--- src/rtl/tx_core_serializer.sv ---
// tx_core_serializer: UART transmit engine.
// Pops one byte at a time from the Tx FIFO and shifts it out as
// start / 8 data / optional parity / 1-2 stop bits. Every bit is paced by BaudSig_i.
// Optional build macro TX_GAP_EN adds GapBits_i. It inserts a number of idle bit
// periods after each frame, before the next fetch can happen.
module tx_core_serializer #(
    parameter logic IDLE_LEVEL = 1'b1,
    parameter int   CNT_WIDTH  = 16
) (
    input  logic                 clk,
    input  logic                 rst,
    input  logic                 p_Enable_i,
    input  logic                 BaudSig_i,
    input  logic [7:0]           Data_i,
    input  logic                 p_Empty_i,
    output logic                 n_Rd_o,
    input  logic                 p_ParityEnable_i,
    input  logic                 ParityMethod_i,
    input  logic                 p_BigEnd_i,
    input  logic                 StopBits_i,
`ifdef TX_GAP_EN
    input  logic [3:0]           GapBits_i,
`endif
    output logic                 Tx_o,
    output logic                 p_Busy_o,
    output logic                 p_ByteSent_o,
    output logic [4:0]           State_o,
    output logic [3:0]           BitCounter_o,
    output logic [CNT_WIDTH-1:0] TxByteCnt_o
);

    // One-hot codes presented to the control core
    localparam logic [4:0] ST_INTERVAL  = 5'b00001;
    localparam logic [4:0] ST_STARTBIT  = 5'b00010;
    localparam logic [4:0] ST_DATABITS  = 5'b00100;
    localparam logic [4:0] ST_PARITYBIT = 5'b01000;
    localparam logic [4:0] ST_STOPBIT   = 5'b10000;

    // Internal states. IDLE, FETCH, LOAD, ARM and GAP all report as INTERVAL.
    // ARM waits for the first baud pulse after the byte is latched.
    typedef enum logic [3:0] {
        S_IDLE   = 4'd0,
        S_FETCH  = 4'd1,
        S_LOAD   = 4'd2,
        S_ARM    = 4'd3,
        S_START  = 4'd4,
        S_DATA   = 4'd5,
        S_PARITY = 4'd6,
        S_STOP   = 4'd7
`ifdef TX_GAP_EN
        ,
        S_GAP    = 4'd8
`endif
    } txState_t;

    txState_t             state_r;
    logic [4:0]           stateOh_r;
    logic                 txLine_r;
    logic                 nRd_r;
    logic                 busy_r;
    logic                 byteSent_r;
    logic [3:0]           bitCnt_r;
    logic [CNT_WIDTH-1:0] byteCnt_r;
    logic [7:0]           shift_r;
    logic                 parEn_r;
    logic                 parityBit_r;
    logic                 bigEnd_r;
    logic                 twoStop_r;
`ifdef TX_GAP_EN
    logic [3:0]           gapCnt_r;
`endif

    // Even parity of a byte: XOR of all eight bits
    function automatic logic evenParity(input logic [7:0] d);
        return ^d;
    endfunction

    // Bit that goes on the wire next, taken from the head of the shift register
    function automatic logic headBit(input logic [7:0] sh, input logic bigEnd);
        return bigEnd ? sh[7] : sh[0];
    endfunction

    // Shift register after the head bit has been consumed
    function automatic logic [7:0] dropHead(input logic [7:0] sh, input logic bigEnd);
        return bigEnd ? {sh[6:0], 1'b0} : {1'b0, sh[7:1]};
    endfunction

    // Transmit FSM with all outputs registered
    always_ff @(posedge clk) begin
        if (rst) begin
            state_r     <= S_IDLE;
            stateOh_r   <= ST_INTERVAL;
            txLine_r    <= IDLE_LEVEL;
            nRd_r       <= 1'b1;
            busy_r      <= 1'b0;
            byteSent_r  <= 1'b0;
            bitCnt_r    <= 4'd0;
            byteCnt_r   <= '0;
            shift_r     <= 8'd0;
            parEn_r     <= 1'b0;
            parityBit_r <= 1'b0;
            bigEnd_r    <= 1'b0;
            twoStop_r   <= 1'b0;
`ifdef TX_GAP_EN
            gapCnt_r    <= 4'd0;
`endif
        end else begin
            // Strobes are single-cycle unless re-asserted below
            nRd_r      <= 1'b1;
            byteSent_r <= 1'b0;
            case (state_r)
                S_IDLE: begin
                    if (p_Enable_i && !p_Empty_i) begin
                        state_r <= S_FETCH;
                        nRd_r   <= 1'b0;
                        busy_r  <= 1'b1;
                    end else begin
                        busy_r  <= 1'b0;
                    end
                end
                S_FETCH: begin
                    // FIFO presents the byte during the following cycle
                    state_r <= S_LOAD;
                end
                S_LOAD: begin
                    // Frame data and its configuration are frozen here
                    shift_r     <= Data_i;
                    parEn_r     <= p_ParityEnable_i;
                    parityBit_r <= evenParity(Data_i) ^ ParityMethod_i;
                    bigEnd_r    <= p_BigEnd_i;
                    twoStop_r   <= StopBits_i;
                    state_r     <= S_ARM;
                end
                S_ARM: begin
                    if (BaudSig_i) begin
                        state_r   <= S_START;
                        stateOh_r <= ST_STARTBIT;
                        txLine_r  <= ~IDLE_LEVEL;
                    end
                end
                S_START: begin
                    if (BaudSig_i) begin
                        state_r   <= S_DATA;
                        stateOh_r <= ST_DATABITS;
                        bitCnt_r  <= 4'd0;
                        txLine_r  <= headBit(shift_r, bigEnd_r);
                        shift_r   <= dropHead(shift_r, bigEnd_r);
                    end
                end
                S_DATA: begin
                    if (BaudSig_i) begin
                        if (bitCnt_r == 4'd7) begin
                            bitCnt_r <= 4'd0;
                            if (parEn_r) begin
                                state_r   <= S_PARITY;
                                stateOh_r <= ST_PARITYBIT;
                                txLine_r  <= parityBit_r;
                            end else begin
                                state_r   <= S_STOP;
                                stateOh_r <= ST_STOPBIT;
                                txLine_r  <= IDLE_LEVEL;
                            end
                        end else begin
                            bitCnt_r <= bitCnt_r + 4'd1;
                            txLine_r <= headBit(shift_r, bigEnd_r);
                            shift_r  <= dropHead(shift_r, bigEnd_r);
                        end
                    end
                end
                S_PARITY: begin
                    if (BaudSig_i) begin
                        state_r   <= S_STOP;
                        stateOh_r <= ST_STOPBIT;
                        bitCnt_r  <= 4'd0;
                        txLine_r  <= IDLE_LEVEL;
                    end
                end
                S_STOP: begin
                    if (BaudSig_i) begin
                        if (twoStop_r && (bitCnt_r == 4'd0)) begin
                            bitCnt_r <= 4'd1;
                        end else begin
                            // End of frame: count it and go back to the interval
                            bitCnt_r   <= 4'd0;
                            byteSent_r <= 1'b1;
                            byteCnt_r  <= byteCnt_r + CNT_WIDTH'(1);
                            stateOh_r  <= ST_INTERVAL;
`ifdef TX_GAP_EN
                            if (GapBits_i != 4'd0) begin
                                state_r  <= S_GAP;
                                gapCnt_r <= GapBits_i;
                            end else begin
                                state_r <= S_IDLE;
                                busy_r  <= 1'b0;
                            end
`else
                            state_r <= S_IDLE;
                            busy_r  <= 1'b0;
`endif
                        end
                    end
                end
`ifdef TX_GAP_EN
                S_GAP: begin
                    // Line stays idle for the requested number of bit periods
                    if (BaudSig_i) begin
                        if (gapCnt_r == 4'd1) begin
                            state_r <= S_IDLE;
                            busy_r  <= 1'b0;
                        end else begin
                            gapCnt_r <= gapCnt_r - 4'd1;
                        end
                    end
                end
`endif
                default: begin
                    state_r   <= S_IDLE;
                    stateOh_r <= ST_INTERVAL;
                    txLine_r  <= IDLE_LEVEL;
                    busy_r    <= 1'b0;
                    bitCnt_r  <= 4'd0;
                end
            endcase
        end
    end

    assign Tx_o         = txLine_r;
    assign n_Rd_o       = nRd_r;
    assign p_Busy_o     = busy_r;
    assign p_ByteSent_o = byteSent_r;
    assign State_o      = stateOh_r;
    assign BitCounter_o = bitCnt_r;
    assign TxByteCnt_o  = byteCnt_r;

endmodule

--- config.mk ---
export PLATFORM = sky130hd
export DESIGN_NAME = tx_core_serializer
export DESIGN_NICKNAME = d
export VERILOG_FILES = /design/src/rtl/tx_core_serializer.sv
export SDC_FILE = /design/constraint.sdc
export NUM_CORES = 1
export LEC_CHECK = 0
export CAP_MARGIN = 20
export CORE_MARGIN = 2
export CORE_UTILIZATION = 50
export DETAILED_ROUTE_END_ITERATION = 8
export DONT_BUFFER_PORTS = 1
export PLACE_DENSITY = 0.62
export RECOVER_POWER = 100
export SYNTH_ARGS = -nofsm -noshare
export SYNTH_HDL_FRONTEND = slang
export SYNTH_SLANG_ARGS = --single-unit
--- constraint.sdc ---
create_clock -name clk -period 3.3 [get_ports clk]
set_input_delay 0.495 -clock clk [delete_from_list [all_inputs] [get_ports clk]]
set_output_delay 0.495 -clock clk [all_outputs]
set_load 0.01 [all_outputs]
**Word level (Yosys, flattened, before mapping)**

Index checks and enable logic that the tools add are counted.

- Output and inout bits: 29
- Input bits: 17
- Bits in registers: 45

- Eq/ne operators: 18
- Bitwise operators: 9
- Reductions and logical operators: 21
- Add/sub/neg operators: 2
- Muxes and demuxes: 44

Operator list:

| cell | number |
|---|---|
| 4-bit 2-to-1 mux | 12 |
| 5-bit 2-to-1 mux | 8 |
| 8-bit 2-to-1 mux | 4 |
| 4-bit one-hot mux with 8 select lines | 1 |
| 5-bit one-hot mux with 6 select lines | 1 |
| 8-bit one-hot mux with 3 select lines | 1 |
| 4-bit by 3-bit equality test with 1-bit output (second input constant) | 5 |
| 2-bit != test (second input constant) | 9 |
| 16-bit by 1-bit adder with 16-bit output (second input constant) | 1 |
| 4-bit one-hot mux with 4 select lines | 1 |
| 8-bit AND reduction | 2 |
| 1-bit 2-to-1 mux | 14 |
| 4-bit by 2-bit equality test with 1-bit output (second input constant) | 2 |
| 4-bit zero test | 2 |
| 1-bit NOT | 8 |
| 4-bit AND reduction | 2 |
| 4-bit OR reduction | 2 |
| 8-bit parity | 1 |
| 3-bit AND reduction | 2 |
| 3-bit OR reduction | 2 |
| 6-bit OR reduction | 1 |
| 1-bit one-hot mux with 5 select lines | 1 |
| 5-bit AND reduction | 1 |
| 4-bit by 1-bit adder with 4-bit output (second input constant) | 1 |
| 8 further kinds | 10 |

**Logic depth before layout (Yosys ltp)**

Gate-level depths: netlist of the first run.

- Depth in word-level cells: 5
- Gate-level depth with buffers: 8
- Gate-level depth less buffers: 7

**Worst setup path after synthesis of the first run**

No wires, ideal clock.

- Kind: register to register
- Start: register bitCnt_r[0], in the netlist BitCounter_o[0]
- End: register stateOh_r[3], in the netlist State_o[3]
- Arrival time: 2,075 ps
- Setup time: 70 ps
- Path buffers: 1
- Stages on the path, launching flop included: 9
- Setup slack: 1,155 ps
- Cells stage by stage: dfxtp_1 -> inv_1 -> ha_1 -> nor4bb_1 -> buf_4 -> and3_4 -> a2111o_1 -> or3_1 -> a21oi_1

- Longest elaborated chain between the ends: 4

RTL lines:

| element | line | RTL |
|---|---|---|
| start, declared | 62 | `logic [3:0] bitCnt_r;` |
| start signal, assigned | 164 | `bitCnt_r <= bitCnt_r + 4'd1;` |
| 4-bit zero test | 180 | `if (twoStop_r && (bitCnt_r == 4'd0)) begin` |
| 1-bit logical AND | 180 |  |
| 2-bit != test (no source line) | -- |  |
| 8-bit AND reduction (no source line) * | -- |  |
| end signal, assigned | 173 | `stateOh_r <= ST_STOPBIT;` |
| end signal, assigned | 187 | `stateOh_r <= ST_INTERVAL;` |
| end signal, assigned | 218 | `stateOh_r <= ST_INTERVAL;` |
| end, declared | 57 | `logic [4:0] stateOh_r;` |

Every way passes the cells marked *; elsewhere a longest branch is shown, timed or not.
A chain may end at the register's enable or synchronous reset.

**Final worst setup path of the first run**

- Start: register state_r[2]
- End: register byteCnt_r[15], in the netlist TxByteCnt_o[15]

- Longest elaborated chain between the ends: 2

RTL lines:

| element | line | RTL |
|---|---|---|
| start, declared | 56 | `txState_t state_r;` |
| start signal, assigned | 91 | `state_r <= S_IDLE;` |
| start signal, assigned | 114 | `state_r <= S_FETCH;` |
| start signal, assigned | 123 | `state_r <= S_LOAD;` |
| 4-bit by 3-bit equality test with 1-bit output | 111 | `case (state_r)` |
| 3-bit AND reduction (no source line) | -- |  |
| end signal, assigned | 186 | `byteCnt_r <= byteCnt_r + CNT_WIDTH'(1);` |
| end, declared | 63 | `logic [CNT_WIDTH-1:0] byteCnt_r;` |

Every way passes these cells.

==> metrics.md, run 1 <==
| Metric | Value |
|---|---|
| Status | finished clean |
| Clock Skew | 4.93 ps |
| All-Layer GR Usage | 19.1% |
| Core ar. | 4090 um^2 |
| Worst Tran Pin Value | 1010 ps |
| Synth Warn # | 0 |
| Final hold vios | 0 |
| Routed vias/inst | 5.72 |
| Mean post-synth cell area | 8.81 um^2 |
| Fin. max-slew vios | 0 |
| Synth async-reset ratio | 0% |
| Die X | 69.8 um |
| CTS Hold Bufs | 0 |
| Initial antenna violation count | 0 |
| Area Growth Syn to Fin | 4.97% |
| Maximum vdd drop | 0.253 mV |
| N_diodes | 0 |
| Pin count of the biggest net entering global routing | 45 |
| Hold Path Class | input port to flop |
| CP endpoint kind | flop |
| DP Wirelength | 3030 um |
| CTS H-tree depth | 2 |
| Clock transition at path regs | 90 ps |
| Hold WS | 249 ps |
| Dpl cells | 284 |
| Fin crit share | 77.2% |
| Post-Layout Inst Area | 2270 um^2 |
| CTS Buffer Depth | 2 |
| Cell area after synthesis | 2170 um^2 |
| Router iterations before antenna repair | 4 |
| Crit path launch type | flop |
| Num CTS Buffers | 5 |
| Die height | 69.8 um |
| Critical Path AT | 2750 ps |
| Normalized max-slew margin | 32.2% |
| Vias in the first global route | 1,564 |
| Post-Syn Instances | 246 |
| Fill count | 403 |
| Layout cell share with drive strength beyond 1 | 4.96% |
| Minimum clock period | 2550 ps |
| Post-synth top flop | dfxtp_1 |
| Post-DR wirelength/cell | 15.0 um |
| Synth Net Count | 266 |
| DR iter-0 viols | 77 |
| Sequential area share after synthesis | 40.6% |
| Area of the multi-input gates | 1200 um^2 |
| Number of flops mapped to enable cells by yosys | 0 |
| IO Port Bufs | 0 |
| Max_cap viols | 0 |
| GRT Residual Overflow | 0 |
| # rows | 23 |
| Pwr/cell area | 544 nW/um^2 |
| Routed vias | 1,669 |
| Starting Density | 53.0% |
| Fmax achieved | 392 MHz |
| Critical path class | flop to flop |
| Clock Latency Late Sink | 300 ps |
| Post-CTS Setup Bufs | 0 |
| CTS tree | built |
| Worst-path fanout max | 18 |
| DIE AREA | 4880 um^2 |
| Antenna viol nets, final | 0 |
| Drt total wl | 4380 um |
| # IOs | 46 |
| Post_cts resized | 0 |
| First-pass GRT wire length | 7500 um |
| NumNets Final | 261 |
| Routability congestion estimate | 0.827 |
| Critical Path RT | 3500 ps |
| #FFs+latches synth | 44 |
| Final Non-Filler Cells | 292 |
| Number of remaining DRC errors | 0 |
| RSZ-0062 raised after global routing | no |
| Setup-failing EPs final | 0 |
| Static Leak | 0.822 nW |
| Setup TNS Final | 0 ps |
| Seq. cell area | 881 um^2 |
| Sink Count | 44 |
| Cell Area, Placed | 2180 um^2 |
| Netlist cell types | 49 |
| Root Buffer | clkbuf_8 |
-- cell usage in the layout, fill, tap and decap left out, drive strengths merged, types with 2 or more instances in the layout --
master,synthesis,final
o21ai,14,14
clkbuf,9,6
nor2,31,31
xnor2,11,11
nor4,3,3
a211oi,7,7
nor2b,5,5
dfxtp,44,44
nand2b,3,3
nand2,24,24
nor3,3,3
and2,2,2
nand3,7,7
or4,2,2
nand4,5,5
xor2,11,11
and3,2,2
or3,3,3
mux2i,18,18
a21oi,9,9
ha,3,3
a211o,2,2
nor3b,2,2
and4,2,2
inv,4,4
-- critical path: stages (launching register included) --
cell and delay, ps:
dfxtp_1 680, nand4_1 360, nor4_1 940, nand3_1 230, xor2_1 190, nor2_1 50
-- per-stage QoR --
stage	worst slack, ps	power [mW]	util [%]
3_3_place_gp	1050	0.836	53.4
2_1_floorplan	1150	0.807	-
3_5_place_dp	987	0.838	53.4
5_1_grt	546	1.31	55.7
4_1_cts	975	1.25	56.2
6_report	752	1.24	55.7
-- registers in the layout, indices dropped and copies added, names as in the netlist --
name and flops:
bigEnd_r 1, TxByteCnt_o 16, parityBit_r 1, shift_r 8
parEn_r 1, state_r 3, BitCounter_o 4, Tx_o 1
p_Busy_o 1, p_ByteSent_o 1, n_Rd_o 1, twoStop_r 1
State_o 5
-- synthesized netlist by cell type, types with 2 or more instances --
| library cell | number | area share, % |
|---|---|---|
| a211o_1 | 2 | 0.81 |
| a211oi_1 | 7 | 2.4 |
| a21oi_1 | 9 | 2.1 |
| and4_1 | 2 | 0.81 |
| buf_1 | 2 | 0.35 |
| clkbuf_1 | 9 | 1.6 |
| dfxtp_1 | 44 | 41 |
| ha_1 | 3 | 1.7 |
| inv_1 | 4 | 0.69 |
| mux2i_1 | 18 | 8.3 |
| nand2_1 | 24 | 4.2 |
| nand2b_1 | 3 | 0.87 |
| nand3_1 | 7 | 1.6 |
| nand4_1 | 5 | 1.4 |
| nor2_1 | 31 | 5.4 |
| nor2b_1 | 5 | 1.4 |
| nor3_1 | 3 | 0.69 |
| nor4_1 | 2 | 0.58 |
| o21ai_0 | 13 | 3.0 |
| or3_1 | 3 | 0.87 |
| or4_1 | 2 | 0.69 |
| xnor2_1 | 11 | 4.4 |
| xor2_1 | 11 | 4.4 |
-- cell families (layout without fill, tap and decap cells) --
kind of cell,count (synthesis),in the layout,synth area share (%)
adder cells (fa/ha/maj),3,3,1.73
AND/OR/NAND/NOR,99,99,23.5
multiplexers,18,18,8.31
buffers and inverters,17,13,3.18
AO/OA/AOI/OAI,42,42,12.7
flip-flops,44,44,40.6
XOR/XNOR,23,23,9.93
-- final cells by class --
cell class                 instances  area share, %
clock inverter                     3           1.87
multi-input combinational        185           52.8
inverter                           4          0.660
tap                               50           2.75
sequential                        44           38.7
clock buffer                       5           3.03
timing repair buffer               1          0.165
-- report_power, final --
| group | switching [mW] | internal (mW) | leakage, nW |
|---|---|---|---|
| Sequential | 0.0594 | 0.566 | 0.356 |
| Clock | 0.191 | 0.224 | 0.0541 |
| Combinational | 0.0944 | 0.101 | 0.412 |
-- worst paths after layout --
kind	startpoint	end	slack, ps	cells after the start
max	state_r[2]$_SDFFE_PP0P_	TxByteCnt_o[15]$_SDFFE_PP0P_	750	5
min reg2reg	State_o[2]$_SDFFE_PP0P_	State_o[2]$_SDFFE_PP0P_	490	2
min	rst	TxByteCnt_o[3]$_SDFFE_PP0P_	250	1
max reg2reg	state_r[2]$_SDFFE_PP0P_	TxByteCnt_o[15]$_SDFFE_PP0P_	750	5
-- routing by layer --
| layer | routed length [um] | vias up | GRT usage [%] |
|---|---|---|---|
| met5 | 0 | - | 0 |
| met3 | 323 | 6 | 7.85 |
| met4 | 51 | 0 | 6.41 |
| met1 | 2110 | 759 | 24.7 |
| li1 | - | 853 | - |
| met2 | 1900 | 51 | 29.0 |
(Power assumes the default switching activity.)
==> run 2: changes to the inputs <==
Clock period 3.3 ns to 2.5 ns, I/O delays scaled along.
==> metrics.md, run 2 (same netlist as run 1, synthesis figures left out) <==
| Metric | Value |
|---|---|
| Status | finished clean (unchanged) |
| Fin crit share | 89.2% (was 77.2%) |
| RSZ-0062 raised after global routing | no (unchanged) |
| Die X | 69.8 um (unchanged) |
| Core ar. | 4090 um^2 (unchanged) |
| Worst R2R Path Depth | 7 (was 5) |
| Normalized max-slew margin | 49.5% (was 32.2%) |
| # IOs | 46 (unchanged) |
| Starting Density | 53.0% (unchanged) |
| Dpl cells | 290 (was 284) |
| Antenna viol nets, final | 0 (unchanged) |
| N_diodes | 0 (unchanged) |
| Fmax achieved | 448 MHz (was 392 MHz) |
| Crit path launch type | flop (unchanged) |
| Flop2flop setup slack | 270 ps (was 750 ps) |
| Root Buffer | clkbuf_8 (unchanged) |
| FF-to-FF End | State_o[3]$_SDFFE_PP0P_ (was TxByteCnt_o[15]$_SDFFE_PP0P_) |
| All-Layer GR Usage | 18.2% (was 19.1%) |
| Post_cts resized | 0 (unchanged) |
| Clock Latency Late Sink | 290 ps (was 300 ps) |
| Final Core Density | 56.0% (was 55.7%) |
| Slowest CP cell | a2111o_1 (was nor4_1) |
| Routability congestion estimate | 0.802 (was 0.827) |
| Commonest non-fill, non-tap cells in the layout | dfxtp_1, nor2_1, nand2_1, mux2i_1, o21ai_0 (unchanged) |
| Cell Area, Placed | 2230 um^2 (was 2180 um^2) |
| Pwr/cell area | 669 nW/um^2 (was 544 nW/um^2) |
| Sink Count | 44 (unchanged) |
| Final Worst Setup Slack | 269 ps (was 752 ps) |
| Critical path class | flop to flop (unchanged) |
| Vias in the first global route | 1,509 (was 1,564) |
| Routed vias/inst | 5.64 (was 5.72) |
| Fin. max-slew vios | 0 (unchanged) |
| Worst-path fanout max | 6 (was 18) |
| Hold Path Origin | rst (unchanged) |
| Hold Path Class | input port to flop (unchanged) |
| Die height | 69.8 um (unchanged) |
| Max reg flops | 16 (unchanged) |
| Critical Path AT | 2460 ps (was 2750 ps) |
| Initial antenna violation count | 0 (unchanged) |
| Maximum vdd drop | 0.378 mV (was 0.253 mV) |
| CTS tree | built (unchanged) |
| CTS H-tree depth | 2 (unchanged) |
| Minimum clock period | 2230 ps (was 2550 ps) |
| Delay of the slowest critical-path stage | 510 ps (was 940 ps) |
| Layout cell share with drive strength beyond 1 | 6.05% (was 4.96%) |
| Setup-failing EPs final | 0 (unchanged) |
| Setup WS pre-CTS | 344 ps (was 987 ps) |
| # rows | 23 (unchanged) |
| DR iter-0 viols | 83 (was 77) |
| Drt total wl | 4340 um (was 4380 um) |
| CTS Buffer Depth | 2 (unchanged) |
| Routed vias | 1,682 (was 1,669) |
| Max_cap viols | 0 (unchanged) |
| Worst Tran Pin Value | 756 ps (was 1010 ps) |
| Static Leak | 0.832 nW (was 0.822 nW) |
| Setup TNS Final | 0 ps (unchanged) |
| First-pass GRT wire length | 7310 um (was 7500 um) |
| CP endpoint kind | flop (unchanged) |
| Clock Skew | 7.80 ps (was 4.93 ps) |
| Min-Delay Path Depth | 1 (unchanged) |
| Post-Layout Inst Area | 2290 um^2 (was 2270 um^2) |
| Top Family by Delay on Critical Path | simple AND/OR/NAND/NOR gates (unchanged) |
| Post-CTS Setup Bufs | 0 (unchanged) |
| Most common cell after layout, fill and taps aside | dfxtp_1 (unchanged) |
| Post-DR wirelength/cell | 14.6 um (was 15.0 um) |
| DP Wirelength | 3090 um (was 3030 um) |
| Final hold vios | 0 (unchanged) |
| WHS Endpoint | TxByteCnt_o[3]$_SDFFE_PP0P_ (unchanged) |
| Clock transition at path regs | 90 ps (about the same) |
| NumNets Final | 267 (was 261) |
| Router iterations before antenna repair | 4 (unchanged) |
| Pin count of the biggest net entering global routing | 45 (unchanged) |
| Final Non-Filler Cells | 298 (was 292) |
| GRT Residual Overflow | 0 (unchanged) |
| CP Cell Sequence | inv_1, ha_1, nor4bb_1, and3_1, a2111o_1, or3_1, a21oi_1 (was nand4_1, nor4_1, nand3_1, xor2_1, nor2_1) |
| Crit path buf inv count | 1 (was 0) |
| Area Growth Syn to Fin | 5.54% (was 4.97%) |
| Worst r2r src | BitCounter_o[0]$_SDFFE_PP0P_ (was state_r[2]$_SDFFE_PP0P_) |
| CTS Hold Bufs | 0 (unchanged) |
| Number of remaining DRC errors | 0 (unchanged) |
| IO Port Bufs | 0 (unchanged) |
| Critical Path RT | 2730 ps (was 3500 ps) |
| Num CTS Buffers | 5 (unchanged) |
| DIE AREA | 4880 um^2 (unchanged) |
run 2: changes by cell type in the layout (fill, tap and decap cells not counted), sizes merged:
| cell | delta |
|---|---|
| clkinvlp | -1 |
| clkbuf | +4 |
| buf | +2 |
| clkinv | +2 |
| bufinv | -1 |
run 2: worst reg2reg max path, cell delays in order, from the launching register on:
cell and delay, ps:
dfxtp_1 430, inv_1 110, ha_1 200, nor4bb_1 150, and3_1 250, a2111o_1 510, or3_1 370, a21oi_1 140
run 2: area by class of cell:
cell class | instances | area, um^2
inverters | 4 | 15.0
repair buffers | 7 | 33.8
flip-flops and latches | 44 | 881
multi-input cells | 185 | 1210
clock inverters | 3 | 18.8
clock buffers | 5 | 68.8
well taps | 50 | 62.6
fillers | 394 | 1800
run 2: report_power, final:
part / internal [mW] / leakage, nW / switching, mW / total, mW
Sequential: 0.748 / 0.356 / 0.0580 / 0.806
Clock: 0.195 / 0.0479 / 0.240 / 0.435
Combinational: 0.140 / 0.429 / 0.150 / 0.291
Total: 1.08 / 0.832 / 0.448 / 1.53
run 2: worst max-delay path by stage:
stage / from / to / slack [ps] / cells after the start
global placement: BitCounter_o[1]$_SDFFE_PP0P_ / Tx_o$_SDFFE_PP1P_ / 370 / 6
CTS: BitCounter_o[0]$_SDFFE_PP0P_ / State_o[3]$_SDFFE_PP0P_ / 320 / 7
detailed placement: BitCounter_o[0]$_SDFFE_PP0P_ / State_o[3]$_SDFFE_PP0P_ / 340 / 7
finish: BitCounter_o[0]$_SDFFE_PP0P_ / State_o[3]$_SDFFE_PP0P_ / 270 / 7
floorplan: BitCounter_o[0]$_SDFFE_PP0P_ / State_o[3]$_SDFFE_PP0P_ / 350 / 8
global route: BitCounter_o[0]$_SDFFE_PP0P_ / TxByteCnt_o[15]$_SDFFE_PP0P_ / 90 / 8
run 2: through the flow:
step / power, mW / hold WS (ps)
5_1_grt: 1.62 / 126
6_report: 1.53 / 145
2_1_floorplan: 1.07 / 451
3_5_place_dp: 1.13 / 451
3_3_place_gp: 1.12 / 450
4_1_cts: 1.56 / 130
run 2: layer usage:
metal  up-vias  part of all wire [%]  global-route usage [%]  routed length (um)
met5         -                     0                       0                   0
met3         2                   5.4                    5.38                 235
met1       773                    49                    25.2                2110
met4         0                  0.30                    3.85                  13
li1        867                     -                       -                   -
met2        40                    46                    28.3                1980
==> run 3: changes to the inputs <==
Settings changed: PLACE_DENSITY 0.62 to 0.73.
==> metrics.md, run 3 (same netlist as run 1, synthesis figures left out) <==
| Metric | Value |
|---|---|
| Post_cts resized | 0 (unchanged) |
| Pwr/cell area | 682 nW/um^2 (was 669 nW/um^2) |
| Num CTS Buffers | 5 (unchanged) |
| Critical Path RT | 2730 ps (about the same) |
| Router iterations before antenna repair | 5 (was 4) |
| Minimum clock period | 2220 ps (was 2230 ps) |
| Drt total wl | 4360 um (was 4340 um) |
| Die height | 69.8 um (unchanged) |
| CP endpoint kind | flop (unchanged) |
| Static Leak | 0.827 nW (was 0.832 nW) |
| IO Port Bufs | 0 (unchanged) |
| Antenna viol nets, final | 0 (unchanged) |
| CTS Buffer Depth | 2 (unchanged) |
| Delay of the slowest critical-path stage | 510 ps (about the same) |
| DR WL met2 | 2100 um (was 1980 um) |
| Clock Latency Late Sink | 290 ps (about the same) |
| Worst R2R Path Depth | 7 (unchanged) |
| Initial antenna violation count | 0 (unchanged) |
| Normalized max-slew margin | 51.0% (was 49.5%) |
| Root Buffer | clkbuf_8 (unchanged) |
| Final Worst Setup Slack | 281 ps (was 269 ps) |
| Clock Skew | 4.55 ps (was 7.80 ps) |
| Final Non-Filler Cells | 296 (was 298) |
| Fin crit share | 88.7% (was 89.2%) |
| Starting Density | 53.0% (unchanged) |
| Max reg flops | 16 (unchanged) |
| Metal-1 WL | 1910 um (was 2110 um) |
| Routability congestion estimate | 0.845 (was 0.802) |
| Setup WS pre-CTS | 345 ps (was 344 ps) |
| First-pass GRT wire length | 7360 um (was 7310 um) |
| Worst Tran Pin Value | 733 ps (was 756 ps) |
| Commonest non-fill, non-tap cells in the layout | dfxtp_1, nor2_1, nand2_1, mux2i_1, o21ai_0 (unchanged) |
| Most common cell after layout, fill and taps aside | dfxtp_1 (unchanged) |
| Final Core Density | 55.7% (was 56.0%) |
| DIE AREA | 4880 um^2 (unchanged) |
| Core ar. | 4090 um^2 (unchanged) |
| Critical path class | flop to flop (unchanged) |
| N_diodes | 0 (unchanged) |
| Final hold vios | 0 (unchanged) |
| CTS tree | built (unchanged) |
| Fmax achieved | 451 MHz (was 448 MHz) |
| RSZ-0062 raised after global routing | no (unchanged) |
| Crit path launch type | flop (unchanged) |
| Hold Path Class | input port to flop (unchanged) |
| DR iter-0 viols | 129 (was 83) |
| Dpl cells | 288 (was 290) |
| All-Layer GR Usage | 18.3% (was 18.2%) |
| Max_cap viols | 0 (unchanged) |
| Area Growth Syn to Fin | 5.02% (was 5.54%) |
| Setup TNS Final | 0 ps (unchanged) |
| Maximum vdd drop | 0.383 mV (was 0.378 mV) |
| # rows | 23 (unchanged) |
| Routed vias | 1,704 (was 1,682) |
| DP Wirelength | 3140 um (was 3090 um) |
| Pin count of the biggest net entering global routing | 45 (unchanged) |
| Number of remaining DRC errors | 0 (unchanged) |
| Die X | 69.8 um (unchanged) |
| CTS Hold Bufs | 0 (unchanged) |
| Layout cell share with drive strength beyond 1 | 4.88% (was 6.05%) |
| Sink Count | 44 (unchanged) |
| Met3 WL | 291 um (was 235 um) |
| GRT Residual Overflow | 0 (unchanged) |
| Worst-path fanout max | 6 (unchanged) |
| Setup-failing EPs final | 0 (unchanged) |
| Critical Path AT | 2450 ps (was 2460 ps) |
| Min-Delay Path Depth | 1 (unchanged) |
| Vias in the first global route | 1,702 (was 1,509) |
| CTS H-tree depth | 2 (unchanged) |
| Post-CTS Setup Bufs | 0 (unchanged) |
| Slowest CP cell | a2111o_1 (unchanged) |
| Top sig layer | met4 (unchanged) |
| Fin. max-slew vios | 0 (unchanged) |
| Hold WS | 144 ps (was 145 ps) |
| Post-DR wirelength/cell | 14.7 um (was 14.6 um) |
| Clock transition at path regs | 80 ps (was 90 ps) |
| NumNets Final | 265 (was 267) |
| CP Cell Sequence | inv_1, ha_1, nor4bb_1, and3_1, a2111o_1, or3_1, a21oi_1 (unchanged) |
| Status | finished clean (unchanged) |
| # IOs | 46 (unchanged) |
| Routed vias/inst | 5.76 (was 5.64) |
## run 3: changes by cell type in the layout (fill, tap and decap cells not counted), sizes merged
| cell | before | now |
|---|---|---|
| clkbuf | 10 | 11 |
| clkinv | 3 | 0 |
## run 3: critical path: cells and delay by family (launching register included)
kind,cells,cell delay [ps]
compound gates,2,640
simple gates,3,780
flops,1,430
buf+inv,1,110
fa+ha+maj,1,200
## run 3: report_power, final
group	leakage, nW	internal, mW	switching [mW]	total (mW)
clock	0.0455	0.226	0.228	0.454
combinational	0.426	0.142	0.141	0.283
sequential	0.356	0.748	0.0684	0.816
total	0.827	1.11	0.437	1.55
## run 3: area by class of cell
class / count / area (um^2)
multi-input cells: 185 / 1200
inverters: 4 / 15.0
flip-flops and latches: 44 / 881
fillers: 388 / 1810
clock buffers: 8 / 90.1
well taps: 50 / 62.6
repair buffers: 5 / 26.3
## run 3: worst paths after layout
kind	slack (ps)	to	from
max	280	State_o[3]$_SDFFE_PP0P_	BitCounter_o[0]$_SDFFE_PP0P_
max reg2reg	280	State_o[3]$_SDFFE_PP0P_	BitCounter_o[0]$_SDFFE_PP0P_
min	140	TxByteCnt_o[4]$_SDFFE_PP0P_	rst
min reg2reg	500	State_o[1]$_SDFFE_PP0P_	State_o[1]$_SDFFE_PP0P_
## run 3: stage by stage
stage | power (mW) | area, um^2
after floorplan | 1.07 | 2170
after global placement | 1.12 | 2210
after detailed placement | 1.12 | 2210
after CTS | 1.58 | 2300
after global routing | 1.63 | 2280
final | 1.55 | 2280
## run 3: layer usage
layer | up-vias | track usage [%]
li1 | 864 | -
met1 | 791 | 20.1
met2 | 42 | 32.4
met3 | 7 | 6.83
met4 | 0 | 6.20
met5 | - | 0
